[src/rtl/bootram_if.sv]
`default_nettype none
// ==== bootram_if : CPU, loader and RAM-side signal bundle for bootram_ctrl (rev 1.0) ====
interface bootram_if #(
  parameter int ADDR_W = 11
);
  logic              cpu_valid;
  logic              cpu_ready;
  logic [31:0]       cpu_addr;
  logic [31:0]       cpu_wdata;
  logic [3:0]        cpu_wstrb;
  logic [31:0]       cpu_rdata;
  logic              ldr_valid;
  logic              ldr_ready;
  logic [ADDR_W-1:0] ldr_addr;
  logic [7:0]        ldr_wdata;
  logic              ram_ce;
  logic              ram_oce;
  logic              ram_wre;
  logic              ram_reset;
  logic [ADDR_W-1:0] ram_ad;
  logic [7:0]        ram_din;
  logic [7:0]        ram_dout;

  // Controller side
  modport slave (
    input  cpu_valid, cpu_addr, cpu_wdata, cpu_wstrb,
    output cpu_ready, cpu_rdata,
    input  ldr_valid, ldr_addr, ldr_wdata,
    output ldr_ready,
    output ram_ce, ram_oce, ram_wre, ram_reset, ram_ad, ram_din,
    input  ram_dout
  );

  // Requester and RAM side
  modport master (
    output cpu_valid, cpu_addr, cpu_wdata, cpu_wstrb,
    input  cpu_ready, cpu_rdata,
    output ldr_valid, ldr_addr, ldr_wdata,
    input  ldr_ready,
    input  ram_ce, ram_oce, ram_wre, ram_reset, ram_ad, ram_din,
    output ram_dout
  );
endinterface
`default_nettype wire

[src/rtl/bootram_ctrl.sv]
`default_nettype none
// ==== bootram_ctrl : CPU/loader arbiter and byte sequencer for the 2Kx8 boot RAM (rev 1.0) ====
module bootram_ctrl #(
  parameter int ADDR_W = 11
) (
  input  logic      clk_i,
  input  logic      resetn_i,
  bootram_if.slave  bus
);

  typedef enum logic [2:0] {
    IDLE   = 3'd0,
    CPU_RD = 3'd1,
    CPU_WR = 3'd2,
    LDR_WR = 3'd3,
    DONE   = 3'd4
  } state_e;

  localparam logic GNT_CPU = 1'b1;
  localparam logic GNT_LDR = 1'b0;

  state_e            state_q, state_d;
  logic [1:0]        k_q, k_d;
  logic              gnt_q, gnt_d;
  logic              last_q, last_d;
  logic              rd_q, rd_d;
  logic [31:0]       rdata_q, rdata_d;
  logic              ce_q, ce_d;
  logic              wre_q, wre_d;
  logic [ADDR_W-1:0] ad_q, ad_d;
  logic [7:0]        din_q, din_d;
  logic [2:0]        nxt;
  logic [ADDR_W-3:0] wbase;

  assign wbase = bus.cpu_addr[ADDR_W-1:2];

  // Lowest set strobe index >= from; 4 when none remains.
  function automatic logic [2:0] next_set(input logic [3:0] strb, input logic [2:0] from);
    logic [2:0] r;
    r = 3'd4;
    for (int i = 3; i >= 0; i--) begin
      if ((3'(i) >= from) && strb[i]) r = 3'(i);
    end
    return r;
  endfunction

  always_ff @(posedge clk_i or negedge resetn_i) begin
    if (!resetn_i) begin
      state_q <= IDLE;
      k_q     <= 2'd0;
      gnt_q   <= GNT_LDR;
      last_q  <= GNT_LDR;
      rd_q    <= 1'b0;
      rdata_q <= 32'd0;
      ce_q    <= 1'b0;
      wre_q   <= 1'b0;
      ad_q    <= '0;
      din_q   <= 8'd0;
    end else begin
      state_q <= state_d;
      k_q     <= k_d;
      gnt_q   <= gnt_d;
      last_q  <= last_d;
      rd_q    <= rd_d;
      rdata_q <= rdata_d;
      ce_q    <= ce_d;
      wre_q   <= wre_d;
      ad_q    <= ad_d;
      din_q   <= din_d;
    end
  end

  always_comb begin
    state_d = state_q;
    k_d     = k_q;
    gnt_d   = gnt_q;
    last_d  = last_q;
    rd_d    = rd_q;
    rdata_d = rdata_q;
    ce_d    = 1'b0;
    wre_d   = 1'b0;
    ad_d    = ad_q;
    din_d   = din_q;
    nxt     = 3'd4;
    case (state_q)
      IDLE: begin
        if (bus.cpu_valid && (!bus.ldr_valid || (last_q == GNT_LDR))) begin
          gnt_d = GNT_CPU;
          ce_d  = 1'b1;
          if (bus.cpu_wstrb == 4'd0) begin
            rd_d    = 1'b1;
            k_d     = 2'd0;
            ad_d    = {wbase, 2'd0};
            state_d = CPU_RD;
          end else begin
            rd_d    = 1'b0;
            nxt     = next_set(bus.cpu_wstrb, 3'd0);
            k_d     = nxt[1:0];
            wre_d   = 1'b1;
            ad_d    = {wbase, nxt[1:0]};
            din_d   = bus.cpu_wdata[{nxt[1:0], 3'b000} +: 8];
            state_d = CPU_WR;
          end
        end else if (bus.ldr_valid) begin
          gnt_d   = GNT_LDR;
          rd_d    = 1'b0;
          ce_d    = 1'b1;
          wre_d   = 1'b1;
          ad_d    = bus.ldr_addr;
          din_d   = bus.ldr_wdata;
          state_d = LDR_WR;
        end
      end
      CPU_RD: begin
        // ram_dout now carries the byte addressed in the previous cycle.
        if (k_q != 2'd0) rdata_d[{k_q - 2'd1, 3'b000} +: 8] = bus.ram_dout;
        if (k_q != 2'd3) begin
          k_d  = k_q + 2'd1;
          ce_d = 1'b1;
          ad_d = {wbase, k_q + 2'd1};
        end else begin
          state_d = DONE;
        end
      end
      CPU_WR: begin
        nxt = next_set(bus.cpu_wstrb, {1'b0, k_q} + 3'd1);
        if (!nxt[2]) begin
          k_d   = nxt[1:0];
          ce_d  = 1'b1;
          wre_d = 1'b1;
          ad_d  = {wbase, nxt[1:0]};
          din_d = bus.cpu_wdata[{nxt[1:0], 3'b000} +: 8];
        end else begin
          state_d = DONE;
        end
      end
      LDR_WR: state_d = DONE;
      DONE: begin
        if ((gnt_q == GNT_CPU) && rd_q) rdata_d[31:24] = bus.ram_dout;
        last_d  = gnt_q;
        state_d = IDLE;
      end
      default: state_d = IDLE;
    endcase
  end

  // The top byte arrives in the ready cycle itself, so it is forwarded live from the RAM.
  assign bus.cpu_rdata = ((state_q == DONE) && (gnt_q == GNT_CPU) && rd_q)
                         ? {bus.ram_dout, rdata_q[23:0]} : rdata_q;
  assign bus.cpu_ready = (state_q == DONE) && (gnt_q == GNT_CPU);
  assign bus.ldr_ready = (state_q == DONE) && (gnt_q == GNT_LDR);
  assign bus.ram_ce    = ce_q;
  assign bus.ram_wre   = wre_q;
  assign bus.ram_ad    = ad_q;
  assign bus.ram_din   = din_q;
  assign bus.ram_oce   = 1'b1;
  assign bus.ram_reset = 1'b0;

endmodule
`default_nettype wire

[src/flat_wrapper.sv]
// flat-port wrapper written by rule: the top's interface ports become plain ports
module bootram_ctrl_flat 
#(
  parameter int ADDR_W = 11
)
  (clk_i, resetn_i, bus_cpu_valid, bus_cpu_addr, bus_cpu_wdata, bus_cpu_wstrb, bus_cpu_ready, bus_cpu_rdata, bus_ldr_valid, bus_ldr_addr, bus_ldr_wdata, bus_ldr_ready, bus_ram_ce, bus_ram_oce, bus_ram_wre, bus_ram_reset, bus_ram_ad, bus_ram_din, bus_ram_dout);
  bootram_if #(.ADDR_W(ADDR_W)) bus_i ();
  input  logic clk_i;
  input  logic resetn_i;
  input wire logic [$bits(bus_i.cpu_valid)-1:0] bus_cpu_valid;
  input wire logic [$bits(bus_i.cpu_addr)-1:0] bus_cpu_addr;
  input wire logic [$bits(bus_i.cpu_wdata)-1:0] bus_cpu_wdata;
  input wire logic [$bits(bus_i.cpu_wstrb)-1:0] bus_cpu_wstrb;
  output wire logic [$bits(bus_i.cpu_ready)-1:0] bus_cpu_ready;
  output wire logic [$bits(bus_i.cpu_rdata)-1:0] bus_cpu_rdata;
  input wire logic [$bits(bus_i.ldr_valid)-1:0] bus_ldr_valid;
  input wire logic [$bits(bus_i.ldr_addr)-1:0] bus_ldr_addr;
  input wire logic [$bits(bus_i.ldr_wdata)-1:0] bus_ldr_wdata;
  output wire logic [$bits(bus_i.ldr_ready)-1:0] bus_ldr_ready;
  output wire logic [$bits(bus_i.ram_ce)-1:0] bus_ram_ce;
  output wire logic [$bits(bus_i.ram_oce)-1:0] bus_ram_oce;
  output wire logic [$bits(bus_i.ram_wre)-1:0] bus_ram_wre;
  output wire logic [$bits(bus_i.ram_reset)-1:0] bus_ram_reset;
  output wire logic [$bits(bus_i.ram_ad)-1:0] bus_ram_ad;
  output wire logic [$bits(bus_i.ram_din)-1:0] bus_ram_din;
  input wire logic [$bits(bus_i.ram_dout)-1:0] bus_ram_dout;
  assign bus_i.cpu_valid = bus_cpu_valid;
  assign bus_i.cpu_addr = bus_cpu_addr;
  assign bus_i.cpu_wdata = bus_cpu_wdata;
  assign bus_i.cpu_wstrb = bus_cpu_wstrb;
  assign bus_cpu_ready = bus_i.cpu_ready;
  assign bus_cpu_rdata = bus_i.cpu_rdata;
  assign bus_i.ldr_valid = bus_ldr_valid;
  assign bus_i.ldr_addr = bus_ldr_addr;
  assign bus_i.ldr_wdata = bus_ldr_wdata;
  assign bus_ldr_ready = bus_i.ldr_ready;
  assign bus_ram_ce = bus_i.ram_ce;
  assign bus_ram_oce = bus_i.ram_oce;
  assign bus_ram_wre = bus_i.ram_wre;
  assign bus_ram_reset = bus_i.ram_reset;
  assign bus_ram_ad = bus_i.ram_ad;
  assign bus_ram_din = bus_i.ram_din;
  assign bus_i.ram_dout = bus_ram_dout;
  bootram_ctrl #(.ADDR_W(ADDR_W)) u_core (.clk_i(clk_i), .resetn_i(resetn_i), .bus(bus_i));
endmodule
[config.mk]
export PLATFORM = sky130hd
export DESIGN_NAME = bootram_ctrl_flat
export DESIGN_NICKNAME = d
export VERILOG_FILES = /design/src/rtl/bootram_if.sv /design/src/rtl/bootram_ctrl.sv /design/src/flat_wrapper.sv
export SDC_FILE = /design/constraint.sdc
export NUM_CORES = 1
export LEC_CHECK = 0
export CAP_MARGIN = 5
export CORE_MARGIN = 10
export CORE_UTILIZATION = 25
export CTS_BUF_LIST = sky130_fd_sc_hd__clkbuf_16
export DETAILED_ROUTE_END_ITERATION = 8
export DONT_BUFFER_PORTS = 1
export GPL_TIMING_DRIVEN = 1
export SYNTH_ARGS = -nofsm -noshare
export SYNTH_HDL_FRONTEND = slang
export SYNTH_SLANG_ARGS = --single-unit
[constraint.sdc]
create_clock -name clk_i -period 2.1 [get_ports clk_i]
set_input_delay 0.21 -clock clk_i [delete_from_list [all_inputs] [get_ports clk_i]]
set_output_delay 0.21 -clock clk_i [all_outputs]
set_load 0.1 [all_outputs]
==> impl_metrics.sql, run 1 <==
INSERT INTO impl_metrics (metric_group, metric, value, unit) VALUES
('finish', 'layout.core_utilization', '0.3273', ''),
('sta', 'slew_headroom', '0.5110', ''),
('grt', 'number_of_antenna_violations_at_the_first_check_in_global_routing', '0', ''),
('synthesis', 'synth.lib_cells_used.distinct', '57', ''),
('outcome', 'run_status', 'complete, no violations', ''),
('placed_design', 'placedCellCount', '696', ''),
('synthesis', 'fraction_of_registers_with_async_set_reset', '1.000', ''),
('synthesis', 'post_synth.cell_area_avg', '9.024', 'um^2'),
('cts', 'cts_tree', 'built', ''),
('finish', 'area_growth_syn_to_layout', '27.67', '%'),
('floorplan', 'placementRows', '46', ''),
('synthesis', 'synth.yosys.warnings', '0', ''),
('worst_hold_path', 'worstHoldStart', 'bus_ram_dout[6]', ''),
('sta', 'timing.final.max_slew_violations', '0', ''),
('sta', 'transition_time_at_the_pin_with_the_least_slew_margin', '733.4', 'ps'),
('sta', 'fin_worst_skew', '6.198', 'ps'),
('finish', 'final_net_count', '603', ''),
('floorplan', 'die-area', '21870', 'um^2'),
('sta', 'finalHoldViolCount', '0', ''),
('cts', 'clock_sink_count', '61', ''),
('worst_setup_path', 'timing_worst_setup_path_type', 'reg -> reg', ''),
('worst_setup_path', 'worst-r2r-cell-count', '6', ''),
('cts', 'cts_max_level', '3', ''),
('finish', 'final_cell_area', '5219', 'um^2'),
('synthesis', 'sequential_area_share_after_synthesis', '0.3734', ''),
('cts', 'cts-buffers-inserted', '9', ''),
('floorplan', 'start_util', '0.2564', ''),
('worst_setup_path', 'worst-endpoint-required', '2310', 'ps'),
('placed_design', 'place.detailed.hpwl', '10550', 'um'),
('detailed_routing', 'totalWireLength', '13520', 'um'),
('finish', 'diode_insertion_count_for_antenna_repair', '0', ''),
('sta', 'clock_period_minus_worst_slack', '2074', 'ps'),
('floorplan', 'core-area', '15940', 'um^2'),
('detailed_routing', 'drt_first_iter_violations', '293', ''),
('placed_design', 'io_buffer_count', '0', ''),
('worst_setup_path', 'rr_endpoint', 'u_core.k_q[0]', ''),
('detailed_routing', 'drt-pass1-iter-count', '7', ''),
('synthesis', 'synth_flop_cell', 'sky130_fd_sc_hd__dfrtp_1', ''),
('sta', 'setup_viol', '0', ''),
('synthesis', 'synth.net_count', '559', ''),
('detailed_routing', 'drc_violation_count_after_routing', '0', ''),
('worst_setup_path', 'critical_path_endpoint_category', 'flip-flop', ''),
('floorplan', 'chipHeight', '147.9', 'um'),
('grt', 'grt_usage', '0.1188', ''),
('floorplan', 'chipWidth', '147.9', 'um'),
('finish', 'final_cells', '718', ''),
('detailed_routing', 'routed-via-count', '3506', ''),
('sta', 'max_clock_freq', '0.4822', 'GHz'),
('synthesis', 'netlist_top_cells_area', 'sky130_fd_sc_hd__dfrtp_1, sky130_fd_sc_hd__nand2_1, sky130_fd_sc_hd__o21ai_0', ''),
('synthesis', 'syn_inst', '453', ''),
('detailed_routing', 'avgRoutedWirePerCell', '18.83', 'um'),
('synthesis', 'synthesized_flop_and_latch_total', '61', ''),
('cts', 'clkLatencyLatePin', '330', 'ps'),
('grt', 'grt_pass1_vias', '3546', ''),
('worst_setup_path', 'rr_startpoint', 'u_core.k_q[0]', ''),
('grt', 'grt_first_pass_wirelength', '20790', 'um'),
('worst_setup_path', 'crit_path_start_kind', 'flip-flop', ''),
('sta', 'finalHoldWorstSlack', '22.82', 'ps'),
('finish', 'layout-drive-gt1-share', '0.3347', ''),
('cts', 'cts.reportedPaths.clkPinSlew', '60', 'ps'),
('worst_setup_path', 'critPathCapture', 'u_core.k_q[0]', ''),
('grt', 'grt_max_degree', '62', ''),
('synthesis', 'synth_edf_count', '0', ''),
('synthesis', 'netlist.area_leader.share', '0.3734', ''),
('sta', 'grt_setup_unrepaired', 'true', ''),
('grt', 'grt-ovfl-total', '0', ''),
('sta', 'post-route-period-util', '0.9876', ''),
('cts', 'cts-root-buf', 'sky130_fd_sc_hd__clkbuf_16', ''),
('worst_setup_path', 'critPathMaxFanout', '7', ''),
('placed_design', 'final_weighted_congestion_in_routability_driven_placement', '0.8681', ''),
('detailed_routing', 'vias_per_cell', '4.883', ''),
('detailed_routing', 'route.antenna.remaining_nets', '0', ''),
('placed_design', 'placed_area', '4775', 'um^2'),
('worst_hold_path', 'min-delay-path-class', 'in -> reg', ''),
('finish', 'fillerInstances', '1642', ''),
('synthesis', 'synth_area_leader', 'sky130_fd_sc_hd__dfrtp_1', ''),
('job', 'max_capacitance_violation_count', '0', ''),
('floorplan', 'io_pins', '156', ''),
('worst_setup_path', 'startpoint', 'u_core.k_q[0]', ''),
('cts', 'clk_path_buf_depth', '2', ''),
('worst_setup_path', 'worst_ep_arrival_time', '2280', 'ps'),
('worst_setup_path', 'register_to_register_setup_slack', '30', 'ps'),
('synthesis', 'netlist_area', '4088', 'um^2');
-- layer usage --
metal | GRT usage | wire [um] | up-vias | share of wire
met5 | 0 | 0 | - | 0
met4 | 0.04856 | 352 | 0 | 0.026
met3 | 0.03999 | 1178 | 31 | 0.087
met2 | 0.1970 | 6698 | 150 | 0.50
met1 | 0.1375 | 5293 | 1645 | 0.39
li1 | - | - | 1680 | -
-- repair_timing --
item / 4_1_cts / 5_1_grt
setup endpoints to repair: 8 / 29
gates resized for setup: 2 / 12
pin swaps: 0 / 1
endpoints found under the hold margin: 61 / 0
gates cloned: 0 / 1
hold buffers: 2 / 0
buffers inserted: 0 / 3
-- flip-flops by register name, indices dropped and copies added, names as in the netlist --
signal / flops
u_core.rd_q: 1
u_core.state_q: 3
u_core.bus.ram_din: 8
u_core.gnt_q: 1
u_core.rdata_q: 32
u_core.bus.ram_ce: 1
u_core.last_q: 1
u_core.k_q: 2
u_core.bus.ram_ad: 11
u_core.bus.ram_wre: 1
-- synthesized netlist by cell type, types with 10 or more instances --
library cell,n
sky130_fd_sc_hd__nor3_1,12
sky130_fd_sc_hd__a21oi_1,12
sky130_fd_sc_hd__nand2_1,75
sky130_fd_sc_hd__dfrtp_1,61
sky130_fd_sc_hd__mux2_2,11
sky130_fd_sc_hd__o21ai_0,53
sky130_fd_sc_hd__and2_1,12
sky130_fd_sc_hd__inv_1,14
sky130_fd_sc_hd__mux2_4,10
sky130_fd_sc_hd__nand3_1,16
sky130_fd_sc_hd__buf_2,10
sky130_fd_sc_hd__a31oi_1,16
sky130_fd_sc_hd__buf_4,29
sky130_fd_sc_hd__mux2i_1,17
-- how the worst min path moves through the flow --
stage,endpoint,slack (ps),cells past startpoint
after floorplan,u_core.bus.ram_ad[0],-90,0
after global placement,u_core.bus.ram_ad[10],-80,0
after detailed placement,u_core.bus.ram_ad[10],-80,0
after CTS,u_core.rdata_q[24],7,2
after global routing,u_core.rdata_q[3],20,2
final,u_core.rdata_q[14],20,2
-- worst max-delay path, stage by stage, from the launching register on --
cell	delay, ps
sky130_fd_sc_hd__dfrtp_2	460
sky130_fd_sc_hd__ha_1	260
sky130_fd_sc_hd__and2b_1	260
sky130_fd_sc_hd__nor2b_4	70
sky130_fd_sc_hd__nor4b_2	160
sky130_fd_sc_hd__a2111o_1	440
sky130_fd_sc_hd__mux2_4	310
-- stage by stage --
step	TNS, ps	setup WS [ps]
final	0	26.07
after global routing	-70.73	-22.85
after CTS	0	0.07594
after detailed placement	0	31.95
after global placement	0	46.56
after floorplan	-1401	-178.7
-- layout by cell type, fill, tap and decap left out, drive strengths merged, types with 5 or more instances in the layout --
cell type,netlist,layout
buf,46,83
nand2,75,75
dfrtp,61,61
o21ai,57,57
mux2,21,21
mux2i,17,17
a31oi,17,17
nand3,16,16
inv,14,14
nor3,14,14
a21oi,13,13
and2,12,12
nor2,11,11
clkbuf,6,10
or3b,9,9
a211oi,8,8
o31ai,8,8
o221ai,8,8
ha,7,7
or2,5,5
-- final cells by class --
cell class | instances | area (um^2) | share of cell area
Multi-Input combinational cell | 326 | 2250 | 0.4311
Sequential cell | 61 | 1531 | 0.2935
Timing Repair Buffer | 85 | 794.5 | 0.1522
Tap cell | 216 | 270.3 | 0.05179
Clock buffer | 9 | 225.2 | 0.04316
Clock inverter | 7 | 90.09 | 0.01726
Inverter | 14 | 57.56 | 0.01103
-- kinds of logic after synthesis --
kind of cell,count (synthesis),share of synthesized area
xor gates and xnor gates,1,0.002143
muxes,38,0.1087
DFF,61,0.3734
and+or+nand+nor,152,0.1901
AOI/OAI and AO/OA,126,0.2011
other,2,0.001837
buffers and inverters,66,0.1013
adders and majority gates,7,0.02143
Power of run 1 is not shown: default switching activity piles up to over one toggle a cycle in this logic, so the estimate is an artifact.
==> inputs of run 2 (changes only) <==
--- a/config.mk
+++ b/config.mk
@@ -12,6 +12,7 @@
 export DETAILED_ROUTE_END_ITERATION = 8
 export DONT_BUFFER_PORTS = 1
 export GPL_TIMING_DRIVEN = 1
+export MAX_ROUTING_LAYER = met4
 export SYNTH_ARGS = -nofsm -noshare
 export SYNTH_HDL_FRONTEND = slang
 export SYNTH_SLANG_ARGS = --single-unit
==> run 2 against run 1 <==
Effect of this change:
- worst hold slack lost 4.9 ps
- critical path depth unchanged
- clock skew up 1.6 ps
- final cell count increased by 0.28%
- register-to-register slack better by 40 ps
- sequential cell count is the same
- first-iteration DRC count fell by 28%
- global-route usage grew 0.33 points
- wire length shrank 1.4%
- die area unchanged
- maximum frequency rose by 1.8%
==> impl_metrics.sql, run 2 (synthesized netlist as in run 1, its figures left out) <==
INSERT INTO impl_metrics (metric_group, metric, value, unit) VALUES
('outcome', 'run_status', 'complete, no violations', ''),
('placed_design', 'place.detailed.hpwl', '10390', 'um'),
('cts', 'cts_tree', 'built', ''),
('floorplan', 'io_pins', '156', ''),
('sta', 'max_clock_freq', '0.4910', 'GHz'),
('worst_setup_path', 'crit_path_start_kind', 'flip-flop', ''),
('detailed_routing', 'totalWireLength', '13340', 'um'),
('cts', 'clock_sink_count', '61', ''),
('detailed_routing', 'drt_first_iter_violations', '212', ''),
('finish', 'layout_common_cells', 'sky130_fd_sc_hd__nand2_1, sky130_fd_sc_hd__buf_4, sky130_fd_sc_hd__dfrtp_1', ''),
('floorplan', 'die-area', '21870', 'um^2'),
('cts', 'clkLatencyLatePin', '330', 'ps'),
('floorplan', 'chipHeight', '147.9', 'um'),
('grt', 'number_of_antenna_violations_at_the_first_check_in_global_routing', '2', ''),
('grt', 'grt_first_pass_wirelength', '20580', 'um'),
('grt', 'grt_pass1_vias', '3610', ''),
('cts', 'cts-root-buf', 'sky130_fd_sc_hd__clkbuf_16', ''),
('placed_design', 'io_buffer_count', '0', ''),
('worst_setup_path', 'cp_slowest_stage_delay', '480', 'ps'),
('detailed_routing', 'dr.max_layer_used', 'met4', ''),
('cts', 'cts-buffers-inserted', '9', ''),
('sta', 'transition_time_at_the_pin_with_the_least_slew_margin', '699.9', 'ps'),
('floorplan', 'core-area', '15940', 'um^2'),
('worst_setup_path', 'critPathSlowestCell', 'sky130_fd_sc_hd__dfrtp_2', ''),
('floorplan', 'chipWidth', '147.9', 'um'),
('grt', 'grt_max_degree', '62', ''),
('detailed_routing', 'detailroute.wirelength.met3', '1187', 'um'),
('worst_hold_path', 'hold-path-cell-count', '2', ''),
('detailed_routing', 'route.antenna.remaining_nets', '0', ''),
('worst_setup_path', 'worst-r2r-cell-count', '7', ''),
('finish', 'register_name_with_the_most_flops', 'u_core.rdata_q', ''),
('worst_setup_path', 'timing.critical_path.mode_cell', 'sky130_fd_sc_hd__buf_12', ''),
('sta', 'timing.final.max_slew_violations', '0', ''),
('detailed_routing', 'avgRoutedWirePerCell', '18.52', 'um'),
('detailed_routing', 'met1Wirelength', '5312', 'um'),
('sta', 'setup_viol', '0', ''),
('worst_setup_path', 'worst-endpoint-required', '1890', 'ps'),
('sta', 'finalHoldViolCount', '0', ''),
('worst_setup_path', 'register_to_register_setup_slack', '70', 'ps'),
('worst_setup_path', 'timing.critical_path.cells', 'and2_1 -> and3_1 -> buf_12 -> buf_4 -> o21ai_4 -> buf_12', ''),
('detailed_routing', 'routed-via-count', '3472', ''),
('detailed_routing', 'wl_met2', '6469', 'um'),
('worst_setup_path', 'critPathMaxFanout', '17', ''),
('worst_setup_path', 'worst_ep_arrival_time', '1830', 'ps'),
('finish', 'area_growth_syn_to_layout', '26.26', '%'),
('finish', 'fillerInstances', '1636', ''),
('worst_setup_path', 'critical_path_endpoint_category', 'output pin', ''),
('detailed_routing', 'drt-pass1-iter-count', '4', ''),
('placed_design', 'final_weighted_congestion_in_routability_driven_placement', '0.8745', ''),
('finish', 'largest_register_ff_count', '32', ''),
('worst_setup_path', 'timing_worst_setup_path_type', 'reg -> out', ''),
('floorplan', 'placementRows', '46', ''),
('cts', 'cts.reportedPaths.clkPinSlew', '50', 'ps'),
('sta', 'post-route-period-util', '0.9698', ''),
('detailed_routing', 'drc_violation_count_after_routing', '0', ''),
('finish', 'layout.cells.most_common', 'sky130_fd_sc_hd__nand2_1', ''),
('grt', 'grt-ovfl-total', '0', ''),
('worst_hold_path', 'min-delay-path-class', 'in -> reg', ''),
('sta', 'fin_worst_skew', '7.846', 'ps'),
('finish', 'layout-drive-gt1-share', '0.3287', ''),
('finish', 'final_net_count', '603', ''),
('floorplan', 'start_util', '0.2564', ''),
('sta', 'slew_headroom', '0.5334', ''),
('detailed_routing', 'vias_per_cell', '4.822', ''),
('cts', 'clk_path_buf_depth', '2', ''),
('cts', 'cts_max_level', '3', ''),
('sta', 'finalHoldWorstSlack', '17.87', 'ps'),
('grt', 'grt_usage', '0.1221', ''),
('sta', 'clock_period_minus_worst_slack', '2037', 'ps'),
('job', 'max_capacitance_violation_count', '0', '');
[run 2: per-layer routing]
layer,global-route usage,up-vias
met2,0.1925,146
met4,0.05897,0
met3,0.04365,22
met5,-,-
li1,-,1671
met1,0.1351,1633
[run 2: critical path, delay by kind of cell (launching register included)]
kind                   cells  cell delay [ps]
AO/OA/AOI/OAI              1              140
buffers and inverters      3              490
flip-flops                 1              480
AND/OR/NAND/NOR            2              390
[run 2: per-stage QoR]
step	instances	utilization	instance area (um^2)	setup WS (ps)	setup TNS, ps
floorplan	453	-	4174	-178.7	-1401
global placement	696	0.3003	4787	42.36	0
detailed placement	696	0.3003	4787	27.97	0
CTS	714	0.3204	5107	10.70	0
global route	720	0.3237	5161	-0.6435	-0.6435
finish	720	0.3237	5161	63.49	0
[run 2: layout make-up]
type / count / area, um^2 / area share
well taps: 216 / 270.3 / 0.05236
clock inverters: 7 / 57.56 / 0.01115
inverters: 14 / 55.05 / 0.01067
repair buffers: 85 / 777.0 / 0.1505
multi-input cells: 326 / 2240 / 0.4339
flip-flops and latches: 61 / 1531 / 0.2967
clock buffers: 9 / 225.2 / 0.04364
diodes: 2 / 5.005 / 0.0009697
[run 2: timing repair]
item,CTS,global route
endpoints found under the hold margin,61,0
resized for setup,0,7
hold buffers,2,0
buffers inserted,0,4
endpoints found under the setup margin,0,29
[run 2: path summary, 6_finish.rpt]
check | startpoint | end
hold / removal | bus_ram_dout[0] | u_core.rdata_q[8]
setup reg to reg | u_core.k_q[1] | u_core.k_q[0]
max in group asynchronous | resetn_i | u_core.state_q[2]
hold reg to reg | u_core.rdata_q[19] | u_core.rdata_q[19]
setup / recovery | u_core.state_q[2] | bus_cpu_rdata[30]
min in group asynchronous | resetn_i | u_core.last_q
Power of run 2 is left out for the same reason.
